===== src/rtl/fa_3bit_adder.sv =====
// Registered ripple-carry adder: {c3, s} = x + y + c0, captured one clock after in_valid.
// ovf flags two's-complement overflow of the WIDTH-bit sum.
module fa_3bit_adder #(
    parameter int unsigned WIDTH = 3
) (
    input  logic             clk,
    input  logic             rst_n,
    input  logic             in_valid,
    input  logic [WIDTH-1:0] x,
    input  logic [WIDTH-1:0] y,
    input  logic             c0,
    output logic [WIDTH-1:0] s,
    output logic             c3,
    output logic             ovf,
    output logic             out_valid
);

    localparam int unsigned MSB = WIDTH - 1;

    logic [WIDTH:0]   carry_c;
    logic [WIDTH-1:0] sum_c;
    logic             ovf_c;

    // Chain of single-bit full-adder cells, carry rippling from bit 0 upward.
    always_comb begin
        carry_c    = '0;
        sum_c      = '0;
        carry_c[0] = c0;
        for (int unsigned i = 0; i < WIDTH; i++) begin
            sum_c[i]     = x[i] ^ y[i] ^ carry_c[i];
            carry_c[i+1] = (x[i] & y[i]) | (carry_c[i] & (x[i] ^ y[i]));
        end
        ovf_c = carry_c[WIDTH] ^ carry_c[MSB];
    end

    // Result register; operands are only looked at when in_valid is high,
    // so undefined inputs in idle cycles never reach the outputs.
    always_ff @(posedge clk or negedge rst_n) begin
        if (!rst_n) begin
            s         <= '0;
            c3        <= 1'b0;
            ovf       <= 1'b0;
            out_valid <= 1'b0;
        end else begin
            out_valid <= in_valid;
            if (in_valid) begin
                s   <= sum_c;
                c3  <= carry_c[WIDTH];
                ovf <= ovf_c;
            end
        end
    end

endmodule


===== config.mk =====
export PLATFORM = sky130hd
export DESIGN_NAME = fa_3bit_adder
export DESIGN_NICKNAME = d
export VERILOG_FILES = /design/src/rtl/fa_3bit_adder.sv
export SDC_FILE = /design/constraint.sdc
export NUM_CORES = 1
export LEC_CHECK = 0
export ABC_AREA = 1
export CELL_PAD_IN_SITES_DETAIL_PLACEMENT = 1
export CELL_PAD_IN_SITES_GLOBAL_PLACEMENT = 2
export CORE_MARGIN = 2
export CORE_UTILIZATION = 21
export CTS_CLUSTER_SIZE = 20
export DETAILED_ROUTE_END_ITERATION = 12
export GPL_TIMING_DRIVEN = 0
export PLACE_DENSITY_LB_ADDON = 0.1
export SLEW_MARGIN = 40
export SYNTH_ARGS = -nofsm -noshare
export SYNTH_HDL_FRONTEND = slang
export SYNTH_SLANG_ARGS = --single-unit

===== constraint.sdc =====
create_clock -name clk -period 1 [get_ports clk]
set_input_delay 0.1 -clock clk [delete_from_list [all_inputs] [get_ports clk]]
set_output_delay 0.1 -clock clk [all_outputs]
set_load 0.05 [all_outputs]

# == Yosys cells after proc, flatten, opt, wreduce, memory -nomap -nowiden ==
# Cells that the tools add are included.
# word_totals
reg_bits,6
output_inout_bits,6
wordCells,20
in_bits,10
# classes
n_bitwise,16
# ops
op,n
1-bit bitwise XOR,7
1-bit bitwise AND,6
1-bit OR,3

# == Longest topological paths before layout ==
# depth
word_depth,8
depth_mapped,10
depth_no_buf,10

# == Worst setup path after synthesis ==
# OpenSTA, ideal clock, no wires.
# synth_timing
kind,input to register
startpoint,in y[0]
endpoint,reg ovf
stages,10
path_buffers,0
t_required_ns,0.882
path_slack_ns,-0.547
setup_ns,0.118
t_arrival_ns,1.430
cell_sequence,inv_1 -> fa_1 -> inv_1 -> fa_1 -> inv_1 -> fa_1 -> inv_1 -> nand2_1 -> nand3_1 -> nand2_1
# synth_via
elab_chain_cells,8
word_cells_on_any_way,9
classes_between,9 x bitwise
# synth_rtl
element,line_no,source
"start, declared",10,"input logic [WIDTH-1:0] y,"
1-bit bitwise XOR,31,carry_c[i+1] = (x[i] & y[i]) | (carry_c[i] & (x[i] ^ y[i]));
1-bit bitwise AND,31,
1-bit OR *,31,
1-bit bitwise AND *,31,
1-bit OR *,31,
1-bit bitwise AND,31,
1-bit OR,31,
1-bit bitwise XOR *,33,ovf_c = carry_c[WIDTH] ^ carry_c[MSB];
"end signal, assigned",49,ovf <= ovf_c;
"end, declared",14,"output logic ovf,"
# Every way passes the cells marked *; elsewhere a longest branch is shown, timed or not.
# A chain may end at the register's enable or synchronous reset.

# == Worst setup path after layout ==
# layout_timing
startpoint,in x[0]
endpoint,reg s[2]
# layout_via
elab_chain_cells,6
word_cells_on_any_way,7
classes_between,7 x bitwise
# layout_rtl
element,line_no,source
"start, declared",9,"input logic [WIDTH-1:0] x,"
1-bit bitwise XOR,31,
1-bit bitwise AND,31,
1-bit OR *,31,
1-bit bitwise AND *,31,
1-bit OR *,31,
1-bit bitwise XOR *,30,sum_c[i] = x[i] ^ y[i] ^ carry_c[i];
"end signal, assigned",47,s <= sum_c;
"end, declared",12,"output logic [WIDTH-1:0] s,"
# Marked as above.

==> impl_results.md <==
* Status: finished with violations
* Failing checks: negative setup slack
* Type of origin of the critical path: input port
* Standard-cell rows at 13
* Commonest non-fill, non-tap cell in the layout: nand2_1
* Max-slew violation count at 0
* Initial antenna violation count at 0
* Count of cell types in the netlist at 8
* Final net count at 67
* Final hold slack at 0.0955 ns
* CTS Root Cell: clkbuf_4
* Final worst slack at -0.341 ns
* Gr usage total at 0.102
* Crit Path Category: input port to flip-flop
* Global-route wire length before repair at 1260 µm
* Met3 global-route usage at 0.0216
* Final period util at 1.34
* Final wirelength at 701 µm
* Routed vias at 293
* Port buffer count at 15
* Clock buffer count from CTS at 3
* DIE HEIGHT at 42.1 µm
* Pwr Density at 1590 mW/mm²
* Clk_lat worst skew at 0.24 ns
* Post-layout min period at 1.34 ns
* Cts-stage hold buffer count at 0
* Slew Limit Headroom at 0.822
* CTS max path bufs at 2
* Initial core utilization at 0.229
* Vias per inst at 4.37
* Area of the multi-input gates at 140 µm²
* Critical Path End Type: flip-flop
* Maxcap violations at 0
* Crit path max fanout at 2
* Maximum vdd ir drop at 0.000375 V
* Syn Std Cell Area at 305 µm²
* Area grow syn2layout at 69.3%
* ANT cells at 0
* CTS tree: yes
* Setup TNS at -1.05 ns
* DRC at 0
* Most frequent cells in the layout: nand2_1 (9), inv_2 (6), dfrtp_1 (6), buf_2 (6), clkdlybuf4s50_1 (4)
* Skew final at 0 ns
* F_max at 745 MHz
* Synthesized area per cell at 9.54 µm²
* Number of global-route vias before repair at 307
* Clock Pin Slew Worst Setup and Hold Paths at 0.04 ns
* M1 GR Usage at 0.0960
* Die W at 42.1 µm
* Worst slew pin tran at 0.266 ns
* CTS H-tree lvls at 1
* Drt wl/cell at 10.5 µm
* Clock Sinks at 6
* Largest net degree at the start of global routing at 9
* Die area at 0.00177 mm²
* FF+latch count, synth at 6
* Post-Route Utilization at 0.387
* IO Count at 16
* Ys Warns at 0
* First-pass detailed-route iteration total at 3
* Seq/Total Area, Yosys at 0.492
* Mapped Cells at 32
* Leak at 0.266 nW
* Finish-stage setup viols at 4
* Crit path DAT at 1.47 ns
* HP Class: input port to asynchronous set/reset pin
* Post-DP HPWL at 596 µm
* Met2 Use GR at 0.163
* Sequential cell area at 150 µm²
* Final ANT Viol Nets at 0
* First DRT Iteration DRCs at 1
* Mapped Nets at 45
* GPL Wtd Cong at 0.595
* Fill cells at 152
* Final Hold Vio Count at 0
* Worst Path Required at 1.13 ns
* Total gr overflow at 0
* Share of cells above drive strength 1 at 0.538
* RSZ-0062 raised after global routing: true
* Core Area at 0.00133 mm²
* Top Usage Layer GRT: met2
==> layout make-up <==
cell class	instances	area share
repair buffers	17	0.278
well taps	15	0.0363
flip-flops and latches	6	0.291
multi-input cells	17	0.271
inverters	9	0.0799
clock buffers	3	0.0436
==> flip-flops by register name, summed over array words and instances (netlist names) <==
| name | cells |
|---|---|
| s | 3 |
| c3 | 1 |
| out_valid | 1 |
| ovf | 1 |
==> critical path, cell delays in order <==
cell and delay, ns:
buf_6 0.07, inv_2 0.03, fa_2 0.37, inv_2 0.06, fa_2 0.20, inv_2 0.05
fa_2 0.54, o21ai_2 0.05
==> Yosys cell counts <==
cell type   n  share of area
dfrtp_1     6           0.49
o21ai_2     1          0.029
nand2_1    10           0.12
fa_1        3           0.20
o21ai_1     2          0.033
nand3_1     1          0.016
inv_1       8          0.098
inv_2       1          0.012
==> metrics by stage <==
stage          power [mW]  std cells  area [µm²]  setup WS, ns
2_1_floorplan       0.486         32         320        -0.464
3_3_place_gp        0.609         62         489         -1.11
3_5_place_dp        0.622         62         489         -1.16
4_1_cts             0.823         67         493        -0.345
5_1_grt             0.883         67         517        -0.399
6_report            0.821         67         517        -0.341
==> report_power, final <==
part / leakage (nW) / total [mW] / switching (mW) / internal, mW
sequential: 0.0723 / 0.293 / 0.0161 / 0.277
clock: 0.0138 / 0.217 / 0.0821 / 0.135
combinational: 0.180 / 0.311 / 0.204 / 0.107
==> worst paths after layout <==
check / cells past startpoint / slack (ns) / start / to
setup reg to reg: 2 / 0.38 / s[0] / s[0]
hold reg to reg: 2 / 0.48 / s[1] / s[1]
min in group clk: 4 / 0.29 / c0 / s[0]
hold / removal: 1 / 0.1 / rst_n / ovf
max in group asynchronous: 1 / 0.69 / rst_n / s[0]
setup / recovery: 8 / -0.34 / x[0] / s[2]
==> routing by layer <==
layer | vias to the layer above | wire length [µm]
li1 | 135 | -
met1 | 139 | 222
met2 | 15 | 386
met3 | 4 | 59
met4 | 0 | 33
met5 | - | 0
==> what timing repair did <==
action / 4_1_cts / 5_1_grt
gates resized for setup: 47 / 6
setup endpoints to repair: 11 / 4
buffers inserted: 2 / 0
pin swaps: 6 / 6
==> kinds of logic after synthesis <==
logic type | Yosys count | synth area share
AO/OA/AOI/OAI | 3 | 0.0615
adder cells (fa/ha/maj) | 3 | 0.197
buffers and inverters | 9 | 0.111
flip-flops | 6 | 0.492
AND/OR/NAND/NOR | 11 | 0.139
Note: power is estimated with default switching activity, not from simulation.
==> edit, RTL diff (same flow settings) <==
Make the reset (`rst_n`) synchronous in one clocked block.
--- a/src/rtl/fa_3bit_adder.sv
+++ b/src/rtl/fa_3bit_adder.sv
@@ -35,7 +35,7 @@
 
     // Result register; operands are only looked at when in_valid is high,
     // so undefined inputs in idle cycles never reach the outputs.
-    always_ff @(posedge clk or negedge rst_n) begin
+    always_ff @(posedge clk) begin
         if (!rst_n) begin
             s         <= '0;
             c3        <= 1'b0;
Formal check against the unedited RTL: differs if rst_n is asserted again (counterexample within 4 cycles, from zero or initial values and one cycle with rst_n low); with rst_n held inactive, the same outputs for 10 cycles.
==> edit against the original RTL <==
  * The run still ends with setup timing left
  * Cell count rose by 13%
  * Count of clock-buffer cells in the layout did not move
  * Setup slack got worse by 0.062 ns
  * Synthesized area up 4.1%
  * Global-route usage rose by 0.79 points
  * Total power down 9.4%
  * Via count is 6.8% higher
  * Sequential cell count unchanged
  * Routed wire length is 14% higher
  * Clock power is 9% higher
  * Fmax down 4.4%
  * Design area is 1.5% lower
  * Critical endpoint is now s[2]
==> edit: results (changes against the original RTL) <==
largest net degree at the start of global routing = 11 (was 9)
CP startpoint = x[0] (unchanged)
GR Layer Usage met3 = 0.0213 (was 0.0216)
NetSw = 0.255 mW (was 0.302 mW)
sequential area share after synthesis = 0.378 (was 0.492)
met1 global-route usage = 0.0942 (was 0.0960)
routed wl met2 = 422 µm (was 386 µm)
Async SR Flop Fraction = 0 (was 1.00)
Final setup viols = 4 (unchanged)
Worst-Margin Slew = 0.258 ns (was 0.266 ns)
setup slack after layout = -0.403 ns (was -0.341 ns)
critical path's largest stage delay = 0.51 ns (was 0.54 ns)
Hold Slack = 0.337 ns (was 0.0955 ns)
vias after detailed routing = 313 (was 293)
reg2reg setup slack = 0.41 ns (was 0.38 ns)
Metal-1 WL = 273 µm (was 222 µm)
Synth top cells by count = nor2_1, inv_1, nand2_1 (was nand2_1, inv_1, dfrtp_1)
RePlAce Congestion = 0.581 (was 0.595)
failing checks = setup timing (unchanged)
CP arrival = 1.55 ns (was 1.47 ns)
vias in the first global route = 362 (was 307)
GRT Util Overall = 0.110 (was 0.102)
first-pass GRT wire length = 1.35 mm (was 1.26 mm)
Post-DP Area = 503 µm² (was 489 µm²)
Placed Instances = 72 (was 62)
top cells by area, synth = dfxtp_1, fa_1, nor2_1 (was dfrtp_1, fa_1, nand2_1)
met3 wire len = 52 µm (was 59 µm)
Worst R2R End = ovf (was s[0])
post-synthesis compound-gate area fraction = 0.0551 (was 0.0615)
post-synth cell types = 7 (was 8)
pre-CTS WS = -1.23 ns (was -1.16 ns)
Adder-Cell Fraction of Synth Area = 0.189 (was 0.197)
VDD IR max = 0.320 mV (was 0.375 mV)
drt wl/cell = 10.5 µm (about the same)
Clk. pwr = 0.236 mW (was 0.217 mW)
Clock Power Share = 0.317 (was 0.265)
grt met2 use = 0.182 (was 0.163)
Mean Syn Cell Area = 7.75 µm² (was 9.54 µm²)
status = finished, violations left (unchanged)
worst r2r src = ovf (was s[0])
drt via density = 4.12 (was 4.37)
edit: area by class of cell:
class                      instances  area, µm²
clock buffer                       3       22.5
inverter                           9       43.8
sequential                         6        120
tap                               16       20.0
timing repair buffer              16        129
buffer                             1       11.3
fill                             186        945
multi-input combinational         25        163
edit: repair_timing:
| action | 4_1_cts | 5_1_grt |
|---|---|---|
| gates resized for setup | 48 | 4 |
| pin swaps | 5 | 5 |
| setup buffers | 1 | 0 |
| hold buffers | 0 | 0 |
| setup endpoints to repair | 11 | 5 |
edit: worst max-delay path by stage:
stage                     endpoint  slack, ns  depth (start not counted)
after floorplan               s[2]      -0.53                          9
after global placement        s[2]      -1.16                         10
after detailed placement      s[2]      -1.23                         10
after CTS                     s[2]      -0.43                         10
after global routing          s[2]      -0.48                         10
final                         s[2]      -0.40                         10
edit: worst min-delay path: stages:
cell and delay [ns]:
buf_8 0.10, inv_8 0.04, fa_2 0.18, nand2_1 0.05, nand2_1 0.05, nor2_1 0.03
